`src/rtl/i386_bus_pkg.sv`:
```
// Shared types and constants for the i386-style bus master.
// Optional T2 timeout is enabled with I386_BUS_TIMEOUT_EN.
package i386_bus_pkg;

    localparam int BUS_ADDR_W = 23;
    localparam int BUS_DATA_W = 32;

    localparam logic [3:0]            BE_NONE    = 4'hF;
    localparam logic [BUS_DATA_W-1:0] ABORT_DATA = 32'hFFFF_FFFF;

    typedef enum logic [1:0] {
        IDLE,
        T1,
        T2,
        RESP
    } bus_state_e;

    typedef struct packed {
        logic [BUS_ADDR_W-1:0] addr;
        logic [3:0]            be;
        logic                  wr;
        logic                  mio;
        logic                  lock;
        logic [BUS_DATA_W-1:0] wdata;
    } bus_req_t;

endpackage

```
`src/rtl/i386_wait_timer.sv`:
```
// Counts T2 wait cycles and flags the edge on which the limit is reached.
// Only instantiated when I386_BUS_TIMEOUT_EN is defined.
module i386_wait_timer #(
    parameter int CNT_W = 8,
    parameter int LIMIT = 255
) (
    input  logic clk_i,
    input  logic rst_i,
    input  logic clear_i,
    input  logic en_i,
    output logic expired_o
);

    logic [CNT_W-1:0] cnt_q;

    // Wait counter: cleared in T1, advances on each unanswered T2 cycle
    always_ff @(posedge clk_i) begin
        if (rst_i || clear_i) begin
            cnt_q <= '0;
        end else if (en_i) begin
            cnt_q <= cnt_q + 1'b1;
        end
    end

    // Expires on the edge whose increment would reach LIMIT
    assign expired_o = en_i && (cnt_q == CNT_W'(LIMIT - 1));

endmodule

```
`src/rtl/i386_bus_master.sv`:
```
// Non-pipelined 80386DX-style bus-cycle initiator (T1, T2..., RESP).
// Define I386_BUS_TIMEOUT_EN to abort T2 after TIMEOUT_CYCLES waits.
module i386_bus_master
    import i386_bus_pkg::*;
#(
    parameter int ADDR_W         = BUS_ADDR_W,
    parameter int DATA_W         = BUS_DATA_W,
    parameter int TIMEOUT_CYCLES = 255,
    parameter int TO_CNT_W       = 8
) (
    input  logic              CLK,
    input  logic              RESET,
    input  logic              req_valid,
    output logic              req_ready,
    input  logic [ADDR_W-1:0] req_addr,
    input  logic [3:0]        req_be,
    input  logic              req_wr,
    input  logic              req_mio,
    input  logic              req_lock,
    input  logic [DATA_W-1:0] req_wdata,
    output logic              rsp_valid,
    output logic [DATA_W-1:0] rsp_rdata,
    output logic              rsp_err,
    output logic [ADDR_W-1:0] ADDR,
    output logic [3:0]        BE,
    output logic              ADS,
    output logic              MIO,
    output logic              WR,
    output logic              LOCK,
    input  logic              READY,
    input  logic [DATA_W-1:0] DATA_IN,
    output logic [DATA_W-1:0] DATA_OUT,
    output logic              DATA_OE
);

    bus_state_e state_q;
    bus_req_t   req_q;
    logic       to_expired;

    if (TIMEOUT_CYCLES >= (1 << TO_CNT_W)) begin : g_bad_cfg
        $error("TO_CNT_W too narrow for TIMEOUT_CYCLES");
    end

`ifdef I386_BUS_TIMEOUT_EN
    i386_wait_timer #(
        .CNT_W (TO_CNT_W),
        .LIMIT (TIMEOUT_CYCLES)
    ) u_wait_timer (
        .clk_i     (CLK),
        .rst_i     (RESET),
        .clear_i   (state_q == T1),
        .en_i      ((state_q == T2) && READY),
        .expired_o (to_expired)
    );
`else
    assign to_expired = 1'b0;
`endif

    // Bus-cycle FSM; every bus and response output is a register
    always_ff @(posedge CLK) begin
        if (RESET) begin
            state_q   <= IDLE;
            req_q     <= '0;
            req_ready <= 1'b1;
            rsp_valid <= 1'b0;
            rsp_rdata <= '0;
            rsp_err   <= 1'b0;
            ADDR      <= '0;
            BE        <= BE_NONE;
            ADS       <= 1'b1;
            MIO       <= 1'b0;
            WR        <= 1'b0;
            LOCK      <= 1'b1;
            DATA_OUT  <= '0;
            DATA_OE   <= 1'b0;
        end else begin
            unique case (state_q)
                IDLE: begin
                    if (req_valid && req_ready) begin
                        req_q.addr  <= req_addr;
                        req_q.be    <= req_be;
                        req_q.wr    <= req_wr;
                        req_q.mio   <= req_mio;
                        req_q.lock  <= req_lock;
                        req_q.wdata <= req_wdata;
                        req_ready   <= 1'b0;
                        if (req_be != 4'h0) begin
                            state_q <= T1;
                            ADS     <= 1'b0;
                            ADDR    <= req_addr;
                            BE      <= ~req_be;
                            WR      <= req_wr;
                            MIO     <= req_mio;
                            LOCK    <= ~req_lock;
                            DATA_OE <= req_wr;
                            if (req_wr) begin
                                DATA_OUT <= req_wdata;
                            end
                        end else begin
                            // Empty byte mask: fail without a bus cycle
                            state_q   <= RESP;
                            rsp_valid <= 1'b1;
                            rsp_err   <= 1'b1;
                            rsp_rdata <= '0;
                        end
                    end
                end
                T1: begin
                    // Re-drive from the latch so T2 holds the same fields
                    state_q <= T2;
                    ADS     <= 1'b1;
                    ADDR    <= req_q.addr;
                    BE      <= ~req_q.be;
                    WR      <= req_q.wr;
                    MIO     <= req_q.mio;
                    LOCK    <= ~req_q.lock;
                    if (req_q.wr) begin
                        DATA_OUT <= req_q.wdata;
                    end
                end
                T2: begin
                    if (!READY) begin
                        state_q   <= RESP;
                        rsp_valid <= 1'b1;
                        rsp_err   <= 1'b0;
                        rsp_rdata <= req_q.wr ? '0 : DATA_IN;
                        DATA_OE   <= 1'b0;
                        BE        <= BE_NONE;
                    end else if (to_expired) begin
                        state_q   <= RESP;
                        rsp_valid <= 1'b1;
                        rsp_err   <= 1'b1;
                        rsp_rdata <= ABORT_DATA;
                        DATA_OE   <= 1'b0;
                        BE        <= BE_NONE;
                        LOCK      <= 1'b1;
                    end
                end
                RESP: begin
                    state_q   <= IDLE;
                    rsp_valid <= 1'b0;
                    req_ready <= 1'b1;
                end
                default: begin
                    state_q <= IDLE;
                end
            endcase
        end
    end

endmodule

```
`config.mk`:
```
export PLATFORM = sky130hd
export DESIGN_NAME = i386_bus_master
export DESIGN_NICKNAME = d
export VERILOG_FILES = /design/src/rtl/i386_bus_pkg.sv /design/src/rtl/i386_wait_timer.sv /design/src/rtl/i386_bus_master.sv
export SDC_FILE = /design/constraint.sdc
export NUM_CORES = 1
export LEC_CHECK = 0
export ABC_AREA = 1
export CORE_AREA = 4 4 133 135
export CTS_BUF_LIST = sky130_fd_sc_hd__clkbuf_2 sky130_fd_sc_hd__clkbuf_4 sky130_fd_sc_hd__clkbuf_8
export CTS_CLUSTER_SIZE = 25
export DETAILED_ROUTE_END_ITERATION = 10
export DIE_AREA = 0 0 137 139
export HOLD_SLACK_MARGIN = 0.15
export PLACE_DENSITY = 0.7
export SYNTH_ARGS = -nofsm -noshare
export SYNTH_HDL_FRONTEND = slang
export SYNTH_SLANG_ARGS = --single-unit
```
`constraint.sdc`:
```
create_clock -name CLK -period 2.25 [get_ports CLK]
set_clock_uncertainty 0.2 [all_clocks]
set_input_delay 0.3375 -clock CLK [delete_from_list [all_inputs] [get_ports CLK]]
set_output_delay 0.3375 -clock CLK [all_outputs]
set_load 0.01 [all_outputs]
```
; Word-level counts from Yosys, hierarchy flattened
; Cells that the tools add are included.
[word_totals]
register_bits = 163
in_bits = 98
output_inout_bits = 99
elab_cells = 91
[classes]
eq_ne = 9
mux = 42
bitwise = 4
n_reduce_logical = 17
[op_table]
columns = op, n
row1 = $mux W32, 8
row2 = $pmux W32 S2, 2
row3 = $mux W23, 2
row4 = $pmux W23 S2, 1
row5 = $reduce_and A4 Y1, 4
row6 = $pmux W1 S2, 7
row7 = $mux W1, 13
row8 = $mux W4, 3
row9 = $ne A2 B2 Y1 const B, 6
row10 = $pmux W4 S3, 1
row11 = $not A4 Y4, 2
row12 = $pmux W2 S4, 1
row13 = $mux W2, 3
row14 = $reduce_and A2 Y1, 3
row15 = $reduce_bool A2 Y1, 3
row16 = $reduce_bool A3 Y1, 2
row17 = $reduce_and A5 Y1, 1
row18 = $eq A2 B2 Y1 const B, 2
row19 = $reduce_bool A4 Y1, 1
row20 = $pmux W1 S3, 1
row21 = $reduce_and A3 Y1, 1
row22 = $eq A2 B1 Y1 const B, 1
row23 = $logic_not A2 Y1, 1
row24 = $not A1 Y1, 2
row25 = $logic_and A1 B1 Y1, 1

; Longest topological paths before layout
[logic_depth]
ltp_word = 4
depth_mapped = 11

; Worst setup path after synthesis
; No wires, ideal clock.
[synth_path]
kind = reg-to-reg
start = reg state_q[0]
end = reg DATA_OUT[27]
setup_time_ps = 110
arrival_time_ps = 1480
path_slack_ps = 460
path_stages_with_launch = 11
path_buffers = 2
period_less_slack_ps = 1790
cell_sequence = dfxtp_1 inv_1 ha_1 buf_6 nand2_1 nand2_1 inv_2 clkbuf_1 nand3_1 nand2_1 nor2_1
[synth_between]
elab_chain_len = 3
[synth_lines]
columns = element, line_no
row1 = from (decl), i386_bus_master.sv:36  ; bus_state_e state_q;
row2 = from (signal assigned), i386_bus_master.sv:62  ; state_q <= IDLE;
row3 = from (signal assigned), i386_bus_master.sv:88  ; state_q <= T1;
row4 = from (signal assigned), i386_bus_master.sv:101  ; state_q <= RESP;
row5 = $eq A2 B1 Y1 or $logic_not A2 Y1 (tied branches), i386_bus_master.sv:77  ; unique case (state_q)
row6 = $ne A2 B2 Y1 (no line) or $reduce_bool A2 Y1 (tied branches), n/a
row7 = $reduce_and A5 Y1 (no line), n/a
row8 = to (signal assigned), i386_bus_master.sv:97  ; DATA_OUT <= req_wdata;
row9 = to (signal assigned), i386_bus_master.sv:118  ; DATA_OUT <= req_q.wdata;
row10 = to (decl), i386_bus_master.sv:32  ; output logic [DATA_W-1:0] DATA_OUT,
; Parallel ways exist; a longest one is shown, timed or not.
; A chain may end at the register's enable or synchronous reset.

; Worst setup path in the final report
[layout_path]
start = reg state_q[0]
end = reg rsp_rdata[15]
[layout_between]
elab_chain_len = 3
[layout_lines]
columns = element, line_no
row1 = $eq A2 B2 Y1 or $logic_not A2 Y1 (tied branches), i386_bus_master.sv:77
row2 = $ne A2 B2 Y1 (no line) or $reduce_bool A2 Y1 (tied branches), n/a
row3 = $reduce_and A4 Y1 (no line), n/a
row4 = to (signal assigned), i386_bus_master.sv:126  ; rsp_rdata <= req_q.wr ? '0 : DATA_IN;
row5 = to (decl), i386_bus_master.sv:22  ; output logic [DATA_W-1:0] rsp_rdata,
; Parallel ways exist; a longest one is shown, timed or not.

==> results.md <==
Floorplanning:
- The initialized floorplan defines 47 standard-cell rows.
- 197 I/O pins were placed.
- The die covers 19000 µm².
- For this configuration, the core starts out at a cell density of 0.444.
- The die width is 137 µm.
- Measured along the y axis, the die boundary spans 139 µm.
- The core area is 16500 µm².

Timing:
- Setup repair after global routing left no endpoint under its margin.
- The max-slew violation total from the final report is 0.
- At the pin with the least slew margin, the transition time is 0.425 ns.
- The hold violation count in the final report is 0.
- Of the available clock period, the critical path in the final layout requires 0.889.
- Setup violations remaining at the end of the flow were counted as 0.
- The final-layout setup total negative slack is 0 ns.
- The worst path setup slack after routing is 0.250 ns.
- The clock period could shrink to 2.00 ns.
- Timing would allow up to 500 MHz.
- Headroom to the max-slew limit came out at 0.717.

Routing:
- Dividing the detail-routed via count by the number of cells gives 4.69.
- The routed wire length per instance is 13.3 µm.
- The number of nets still failing antenna checks after routing is 0.
- The routed wire length is 19800 µm.
- The DRC violations left is 0.
- The detailed-route via count is 6987.
- The detailed-routing iteration count for the pre-antenna-repair pass is 5.
- The first routing iteration left 354 violations.

Placed design:
- The HPWL after detailed placement is 13400 µm.
- At the placement stage, the worst setup path has a slack of 0.145 ns.
- The last weighted congestion value of the routability-driven placer is 0.803.
- Port buffering added 196 buffers.
- Summing all placed instances gives a cell area of 9510 µm².

Yosys:
- After synthesis the cells add up to 7310 µm².
- The count of different cell masters after synthesis is 28.
- Of the total synthesized cell area, the portion taken by AND, OR, NAND and NOR gates is 0.336.
- The post-synthesis sequential area ratio is 0.446.
- The number of nets handed over by synthesis was 1193.
- The compound-gate portion of the synthesized area is 0.111.
- The number of standard cells after synthesis is 1088.
- Of the total synthesized cell area, the portion taken by full adders, half adders and majority gates is 0.0120.
- The synthesized area per cell is 6.72 µm².
- The synthesized design contains 163 register bits.
- Of the post-synthesis cell area, the part taken by muxes is 0.
- For this run, the number of Yosys warnings is 0.
- The largest family of logic cells by synthesized area is simple AND/OR/NAND/NOR gates.
- The xor-xnor portion of the synthesized cell area is 0.

Pwr:
- IR analysis of the VDD net gives a maximum drop of 0.856 mV.
- The leakage dissipation is 4.40 nW.
- The power density over cell area is 1540 nW/µm².

Critical path:
- The number of cells on the worst reg-to-reg path is 10.
- The minimum setup slack among reg-to-reg paths is 0.25 ns.
- The endpoint identified for the worst register-to-register timing path is rsp_rdata[15]$_SDFFE_PP0P_.
- The critical path in this run is classified as reg -> reg.
- The reg-to-reg critical path startpoint is state_q[0]$_SDFFE_PP0P_.
- The required time of the critical path is 2.39 ns.
- For the worst setup path, the data arrival time is 2.14 ns.
- The highest fanout seen on the critical path is 32.
- The launching instance or port of the critical path is state_q[0]$_SDFFE_PP0P_.
- The capturing element type of the critical path is a flip-flop.
- The category of the worst setup path launch point is a flip-flop.

Cells and area:
- The area growth from synthesis to layout is 36.2%.
- The final instance area is 9960 µm².
- The net total in the final layout is 1362.
- The repair_antennas step left the layout with diodes totalling 0.
- The filler cell count is 1585.
- Of the cells placed in the final design, the portion with a size suffix greater than 1 is 0.0606.

Job:
- Across the run, the number of max-cap violations was 0.

Global routing:
- The aggregate global routing overflow is 0.
- The number of global-route vias before repair is 6439.
- The global-route wire length before repair is 31900 µm.
- In the global route stage, overall resource usage came out at 0.205.
- The maximum number of pins on one net before global-route repair is 57.
- The number of antenna violations at the first check in global routing is 1.

Status:
- The flow ran to the end, and the final reports show no timing, DRC or antenna violations.

Clocking:
- The number of buffers added for setup after CTS is 0.
- In this run the number of H-tree levels came out at 4.
- TritonCTS built the clock tree.
- The tree is rooted in a sky130_fd_sc_hd__clkbuf_8.
- The clock passes through at most 2 buffers.
- The total clock buffers created by CTS is 17.
- After clock tree synthesis, the clock-pin slew on the worst setup and hold paths is 0.08 ns.
- The hold buffer count at CTS is 0.
- The number of sinks handled by clock tree synthesis is 163.
- At the later pin of the worst-skew pair, clock insertion delay measures 0.44 ns.
- Once the clock tree was built, the resizer swapped 0 gates to a different size.

Hold path:
- The launch instance of the worst min-delay path is req_q[33]$_SDFFE_PP0P_.
- The worst hold path cell count is 2.
- In this run the worst hold path is classified as reg -> reg.
- The capture endpoint of the worst hold path is req_q[33]$_SDFFE_PP0P_.
[metal layers]
layer	GRT usage	up-vias	routed length, µm
met5	0	-	7
met4	0.0551	2	276
met3	0.0577	19	1410
met2	0.328	187	9130
met1	0.271	3081	9020
li1	-	3698	-
[synthesized netlist by cell type (all sizes together)]
| cell type | number | area (µm²) |
|---|---|---|
| a21boi | 32 | 240 |
| a21oi | 20 | 104 |
| buf | 42 | 255 |
| clkbuf | 28 | 106 |
| clkinv | 1 | 3.75 |
| dfxtp | 163 | 3260 |
| ha | 7 | 87.6 |
| inv | 87 | 329 |
| nand2 | 267 | 1010 |
| nand3 | 77 | 400 |
| nor2 | 270 | 1030 |
| nor3 | 1 | 5.00 |
| o211ai | 1 | 7.51 |
| o21ai | 92 | 460 |
[power breakdown]
part | leakage (nW) | switching (mW) | internal [mW] | total (mW)
Sequential | 1.34 | 0.601 | 4.11 | 4.71
Clock | 0.226 | 1.05 | 1.27 | 2.32
Combinational | 2.83 | 4.71 | 3.63 | 8.34
[layout make-up]
| cell class | count | area, µm² | share of cell area |
|---|---|---|---|
| Multi-Input combinational cell | 767 | 3360 | 0.338 |
| Sequential cell | 163 | 3260 | 0.328 |
| Timing Repair Buffer | 220 | 2280 | 0.229 |
| Inverter | 88 | 335 | 0.0337 |
| Clock buffer | 24 | 318 | 0.0319 |
| Tap cell | 220 | 275 | 0.0276 |
| Clock inverter | 8 | 121 | 0.0122 |
[cells by family (layout without fill, tap and decap cells)]
kind of cell,Yosys count,in the layout
compound gates,145,145
flops,163,163
simple gates,615,615
fa+ha+maj,7,7
buf+inv,158,340
[critical path, stage by stage (launching register included)]
cell and delay, ns:
sky130_fd_sc_hd__dfxtp_1 0.42, sky130_fd_sc_hd__inv_1 0.13, sky130_fd_sc_hd__ha_2 0.26, sky130_fd_sc_hd__buf_4 0.16
sky130_fd_sc_hd__nand2_1 0.11, sky130_fd_sc_hd__nand3_2 0.12, sky130_fd_sc_hd__inv_1 0.12, sky130_fd_sc_hd__buf_12 0.19
sky130_fd_sc_hd__nand3_1 0.09, sky130_fd_sc_hd__nand2_1 0.07, sky130_fd_sc_hd__nor2_1 0.04
[state kept, by name (all words and copies together) (netlist names), 2 cells and up]
name and cells:
ADDR 23, req_q 62, DATA_OUT 32, rsp_rdata 32
BE 4, state_q 2
[worst max path at each step]
stage	to	slack, ns	depth (start not counted)
5_1_grt	BE[1]$_SDFFE_PP1P_	0.07	9
3_5_place_dp	req_q[21]$_SDFFE_PP0P_	0.14	8
4_1_cts	req_q[1]$_SDFFE_PP0P_	0.13	8
3_3_place_gp	req_q[38]$_SDFFE_PP0P_	0.18	6
2_1_floorplan	DATA_OUT[27]$_SDFFE_PP0P_	0.46	10
6_report	rsp_rdata[15]$_SDFFE_PP0P_	0.25	10
[through the flow]
| stage | hold WS, ns | util | cells | power (mW) |
|---|---|---|---|---|
| 6_report | 0.252 | 0.605 | 1490 | 15.4 |
| 5_1_grt | 0.275 | 0.605 | 1490 | 16.8 |
| 4_1_cts | 0.252 | 0.604 | 1490 | 15.5 |
| 3_5_place_dp | 0.240 | 0.578 | 1458 | 13.2 |
| 3_3_place_gp | 0.232 | 0.578 | 1458 | 13.0 |
| 2_1_floorplan | 0.225 | - | 1088 | 9.81 |
[cell usage in the layout, fill, tap and decap left out, types with 2 or more instances in the layout]
cell,synthesis,layout
sky130_fd_sc_hd__nor2_2,2,3
sky130_fd_sc_hd__clkbuf_8,0,22
sky130_fd_sc_hd__clkbuf_4,0,2
sky130_fd_sc_hd__nand2_1,264,263
sky130_fd_sc_hd__nand3_1,74,74
sky130_fd_sc_hd__nor2_4,2,2
sky130_fd_sc_hd__inv_4,1,2
sky130_fd_sc_hd__o21ai_0,82,82
sky130_fd_sc_hd__o21ai_1,10,10
sky130_fd_sc_hd__nor2_1,266,265
sky130_fd_sc_hd__a21boi_1,7,7
sky130_fd_sc_hd__buf_4,5,12
sky130_fd_sc_hd__inv_1,82,82
sky130_fd_sc_hd__nand2_2,2,3
sky130_fd_sc_hd__buf_12,0,11
sky130_fd_sc_hd__nand3_2,3,3
sky130_fd_sc_hd__a21boi_0,25,25
sky130_fd_sc_hd__ha_1,7,5
sky130_fd_sc_hd__clkdlybuf4s50_1,0,196
sky130_fd_sc_hd__a21oi_1,19,19
sky130_fd_sc_hd__ha_2,0,2
sky130_fd_sc_hd__inv_2,4,4
sky130_fd_sc_hd__dfxtp_1,163,163
sky130_fd_sc_hd__clkinv_2,0,3
sky130_fd_sc_hd__bufinv_16,0,3
(Power assumes the default switching activity.)
